<file path="config.mk">
export PLATFORM = sky130hd
export DESIGN_NAME = trace_arbiter
export DESIGN_NICKNAME = d
export VERILOG_FILES = /design/src/rtl/trace_arbiter.sv
export SDC_FILE = /design/constraint.sdc
export NUM_CORES = 1
export LEC_CHECK = 0
export CELL_PAD_IN_SITES_DETAIL_PLACEMENT = 0
export CELL_PAD_IN_SITES_GLOBAL_PLACEMENT = 1
export CORE_MARGIN = 2
export CORE_UTILIZATION = 40
export DETAILED_ROUTE_END_ITERATION = 8
export GPL_TIMING_DRIVEN = 0
export PLACE_DENSITY_LB_ADDON = 0.1
export SLEW_MARGIN = 20
export SYNTH_ARGS = -nofsm -noshare
export SYNTH_HDL_FRONTEND = slang
export SYNTH_SLANG_ARGS = --single-unit
export TNS_END_PERCENT = 100
</file>
<file path="constraint.sdc">
create_clock -name clk -period 14.65 [get_ports clk]
set_clock_uncertainty 0.15 [all_clocks]
set_input_delay 2.93 -clock clk [delete_from_list [all_inputs] [get_ports clk]]
set_output_delay 2.93 -clock clk [all_outputs]
set_load 0.02 [all_outputs]
</file>
<file path="src/rtl/trace_arbiter.sv">
// trace_arbiter: shares the single trace-buffer write port between NUM_SRC
// trace sources (tiles 0..3, NoC 4). Each source has a one-entry holding
// register; a round-robin scheduler drains one held word per cycle into a
// registered output stage. Per-source saturating counters record samples
// that arrive while the holding register is still occupied.
//
// Optional feature macro: TRACE_ARB_TAG_EN
//   defined   -> tb_din carries the source id in its top TAGw bits
//   undefined -> tb_din is the held word unmodified
//
// Write interface semantics: tb_wr is a one-cycle write strobe, not a
// valid/ready pair. tb_full is looked at only in the grant cycle; a word that
// has already reached the output stage is written on the next cycle no
// matter what tb_full does then, so the buffer's full flag must keep one
// slot in reserve.
module trace_arbiter #(
    parameter int NUM_SRC = 5,
    parameter int Fpay    = 32,
    parameter int TAGw    = 3,
    parameter int DROPw   = 8
) (
    input  logic                     clk,
    input  logic                     reset,
    input  logic [NUM_SRC*Fpay-1:0]  din_all,
    input  logic [NUM_SRC-1:0]       trig_all,
    input  logic [NUM_SRC-1:0]       src_mask,
    input  logic                     tb_full,
    output logic [Fpay-1:0]          tb_din,
    output logic                     tb_wr,
    output logic [TAGw-1:0]          tb_src,
    output logic [NUM_SRC-1:0]       pending,
    output logic [NUM_SRC*DROPw-1:0] drop_cnt_all
);

    logic [Fpay-1:0]    hold     [NUM_SRC];
    logic [DROPw-1:0]   drop_cnt [NUM_SRC];
    logic [NUM_SRC-1:0] pending_q;
    logic [TAGw-1:0]    ptr;

    logic               grant_valid;
    logic [TAGw-1:0]    grant_idx;
    logic [TAGw-1:0]    next_ptr;
    logic [NUM_SRC-1:0] granted;
    logic [NUM_SRC-1:0] cap_try;
    logic [NUM_SRC-1:0] cap_ok;
    logic [Fpay-1:0]    hold_g;
    logic [Fpay-1:0]    word_out;

    // Round-robin search: first pending source at or after ptr, wrapping.
    always_comb begin
        logic [TAGw-1:0] idx;
        grant_valid = 1'b0;
        grant_idx   = '0;
        idx         = '0;
        if (!tb_full) begin
            for (int k = 0; k < NUM_SRC; k++) begin
                idx = TAGw'((int'(ptr) + k) % NUM_SRC);
                if (!grant_valid && pending_q[idx]) begin
                    grant_valid = 1'b1;
                    grant_idx   = idx;
                end
            end
        end
    end

    // Per-source grant flags and capture qualification; a held word that is
    // leaving this cycle frees its slot for a same-cycle capture.
    always_comb begin
        cap_try = trig_all & src_mask;
        granted = '0;
        for (int i = 0; i < NUM_SRC; i++) begin
            granted[i] = grant_valid && (grant_idx == TAGw'(i));
        end
        cap_ok   = cap_try & (~pending_q | granted);
        next_ptr = (grant_idx == TAGw'(NUM_SRC - 1)) ? '0 : grant_idx + 1'b1;
        hold_g   = hold[grant_idx];
    end

`ifdef TRACE_ARB_TAG_EN
    assign word_out = {grant_idx, hold_g[Fpay-TAGw-1:0]};
`else
    assign word_out = hold_g;
`endif

    // Holding registers, valid flags, drop counters and round-robin pointer.
    always_ff @(posedge clk) begin
        if (reset) begin
            pending_q <= '0;
            ptr       <= '0;
            for (int i = 0; i < NUM_SRC; i++) begin
                hold[i]     <= '0;
                drop_cnt[i] <= '0;
            end
        end else begin
            for (int i = 0; i < NUM_SRC; i++) begin
                if (cap_ok[i]) begin
                    hold[i]      <= din_all[i*Fpay +: Fpay];
                    pending_q[i] <= 1'b1;
                end else begin
                    if (granted[i]) begin
                        pending_q[i] <= 1'b0;
                    end
                    if (cap_try[i] && (drop_cnt[i] != {DROPw{1'b1}})) begin
                        drop_cnt[i] <= drop_cnt[i] + 1'b1;
                    end
                end
            end
            if (grant_valid) begin
                ptr <= next_ptr;
            end
        end
    end

    // Registered output stage: one write per granted cycle, data held otherwise.
    always_ff @(posedge clk) begin
        if (reset) begin
            tb_wr  <= 1'b0;
            tb_din <= '0;
            tb_src <= '0;
        end else begin
            tb_wr <= grant_valid;
            if (grant_valid) begin
                tb_din <= word_out;
                tb_src <= grant_idx;
            end
        end
    end

    assign pending = pending_q;

    for (genvar i = 0; i < NUM_SRC; i++) begin : g_drop_pack
        assign drop_cnt_all[i*DROPw +: DROPw] = drop_cnt[i];
    end

endmodule

</file>
==> impl_metrics.toml <==
[critical_path]
r2r-start = "ptr[0]"
crit_path_max_incr_delay_ns = 0.51
crit_start = "ptr[0]"
r2r-end = "hold[1][15]"
worstPathMaxFanout = 11
reg2regPathDepth = 30
critical_path_class = "reg -> reg"
crit_required_ns = 14.79
r2r_slack_ns = 6.01
end_kind = "flip-flop"
crit_slowest_cell = "buf_1"
cp_data_arrival_time_ns = 8.77
worst_setup_path_start_kind = "flip-flop"
setup.worst_path.end = "hold[1][15]"

[clocking]
cts_tree = "built"
cts_resized = 0
clk_pin_slew_ns = 0.06
postCtsHoldBufs = 0
cts_setup_buffers = 0
cts_root_buf = "clkbuf_16"
cts_made_buffers = 27
ctsHtreeMaxLevel = 1
clock_sinks = 244
clk_latency_ns = 0.56
cts_buffer_depth = 3

[logic_synthesis]
synth_top_area_share_pct = 46.0
synthCells = 1146
synthDistinctLibCells = 82
avgSynthCellArea_um2 = 11.4
synthArstFlopShare_pct = 0
synth_edf_count = 200
yosys_warnings = 0
syn-num-nets = 1350
synth_area_um2 = 13000
synth_largest_area_cell = "edfxtp_1"
yosys_most_used_dff = "edfxtp_1"
netlist_top_cells_area = "edfxtp_1 46%, dfxtp_1 6.8%, a21boi_1 6.1%"
ys_seq_elements = 244
yosysSeqAreaShare_pct = 52.8

[finish]
final_core_utilization_pct = 53.0
multi_input_area_um2 = 5560
final_cell_mix = "253 x clkdlybuf4s50_1, 200 x edfxtp_1, 106 x a21boi_1"
regArea_um2 = 6890
final_nets = 1636
layout_commonest_cell = "clkdlybuf4s50_1"
synthToLayoutAreaGrowth_pct = 31.1
n_fill_cell = 2887
final_cells = 1897
drive_above_1_share_pct = 9.50

[floorplan]
ios = 254
die_area_um2 = 34100
chipHeight_um = 185
rows = 66
die_x_um = 185
coreArea_um2 = 32300
start_util_pct = 40.4

[sta]
rsz0062_at_grt = "false"
finalHoldViolations = 0
whs_ns = 0.305
relSlewSlack_pct = 32.8
tightest_slew_ns = 1.01
finalSetupTns_ns = 0
setup_violations = 0
slew_viol_final = 0
fin_crit_ns = 8.64
finalCritPeriodShare_pct = 59.0
fmax_ghz = 0.116

[global_route]
grt_overflow = 0
grt_pass1_vias = 10176
antenna_found_initial = 4
grt_pass1_wl_um = 60600
grt_use_total_pct = 23.7
grt_max_degree = 33

[place]
finalWeightedCongestion = 0.858
placedCellCount = 1845
dp_hpwl_um = 31000
port-buffer-count = 253

[detailed_routing]
ant_nets = 0
viasPerCell = 5.55
drc_errors = 0
num_vias = 10527
drtPass1Iterations = 5
drt_iter0_markers = 704
wirelength_um = 41000
wl_per_cell_um = 21.6

[pwr]
max-vdd-ir-drop_mv = 0.0906
p_leak_nw = 6.05
power_density_nw_per_um2 = 186

[job]
maxCapViolCount = 0

[min_path]
hold_class = "reg -> reg"

[run_status]
outcome = "finished, final reports clean"
-- final cells by class --
type                    instances  share of cell area, %
diodes                          2                 0.0293
plain buffers                 102                   3.00
clock buffers                  32                   4.18
clock inverters                18                  0.827
inverters                      26                  0.571
multi-input cells             774                   32.5
flip-flops and latches        244                   40.3
well taps                     442                   3.23
repair buffers                257                   15.4
-- cell families (layout without fill, tap and decap cells) --
| group | after synthesis | in the layout | share of synthesized area, % |
|---|---|---|---|
| flip-flops | 244 | 244 | 52.8 |
| AND/OR/NAND/NOR | 183 | 183 | 7.07 |
| multiplexers | 11 | 11 | 1.06 |
| buffers and inverters | 128 | 435 | 4.68 |
| adder cells (fa/ha/maj) | 32 | 32 | 3.11 |
| AO/OA/AOI/OAI | 511 | 511 | 28.7 |
| other | 0 | 2 | 0 |
| XOR/XNOR | 37 | 37 | 2.54 |
-- cell usage after synthesis (6+ instances only) --
cell type,number
edfxtp_1,200
a21boi_1,106
nand2_1,68
o21a_1,64
a21boi_0,61
a21oi_1,57
o21ai_0,47
clkbuf_1,46
dfxtp_1,44
nand3_1,38
o31ai_1,36
a211oi_1,33
a221oi_1,32
buf_2,32
ha_1,30
inv_1,24
nor2_1,22
xnor2_1,22
xor2_1,14
buf_4,12
a21o_1,10
and3_1,10
mux2i_1,8
a31o_2,6
buf_1,6
buf_6,6
-- how the worst min path moves through the flow --
| stage | from | end | slack [ns] | cells past startpoint |
|---|---|---|---|---|
| global placement | tb_din[22] | tb_din[22] | 0.29 | 2 |
| floorplan | tb_src[0] | tb_src[0] | 0.38 | 2 |
| detailed placement | tb_din[18] | tb_din[18] | 0.29 | 2 |
| global route | tb_src[2] | tb_src[2] | 0.33 | 2 |
| CTS | tb_din[18] | tb_din[18] | 0.31 | 2 |
| finish | tb_din[18] | tb_din[18] | 0.31 | 2 |
-- critical path, delay by kind of cell (launching register included) --
family / cells / cell delay (ns)
buffers and inverters: 10 / 3.00
and+or+nand+nor: 6 / 1.26
adders and majority gates: 5 / 1.21
DFF: 1 / 0.47
AOI/OAI and AO/OA: 8 / 2.07
muxes: 1 / 0.20
-- sequential cells by signal (all words and copies together), names as in the netlist --
signal,count
hold,160
drop_cnt,40
tb_din,32
pending,5
ptr,3
tb_src,3
tb_wr,1
-- per-stage QoR --
stage / setup slack (ns) / power (mW) / instance area, um2
after detailed placement: 6.08 / 2.53 / 16200
after global placement: 5.69 / 2.51 / 16100
final: 6.01 / 3.19 / 17100
after floorplan: 7.78 / 1.98 / 13000
after CTS: 6.08 / 3.19 / 17100
after global routing: 5.52 / 3.35 / 17100
-- report_power, final --
group	switching (mW)	internal (mW)
Sequential	0.0671	0.918
Combinational	0.966	0.569
Clock	0.283	0.382
Total	1.32	1.87
-- per-layer routing --
layer / global-route usage [%] / wire, um
met4: 6.30 / 1020
met3: 3.77 / 2380
met1: 30.3 / 17400
met5: 0 / 12
met2: 41.5 / 20200
Power figures use the tool's default switching activity.
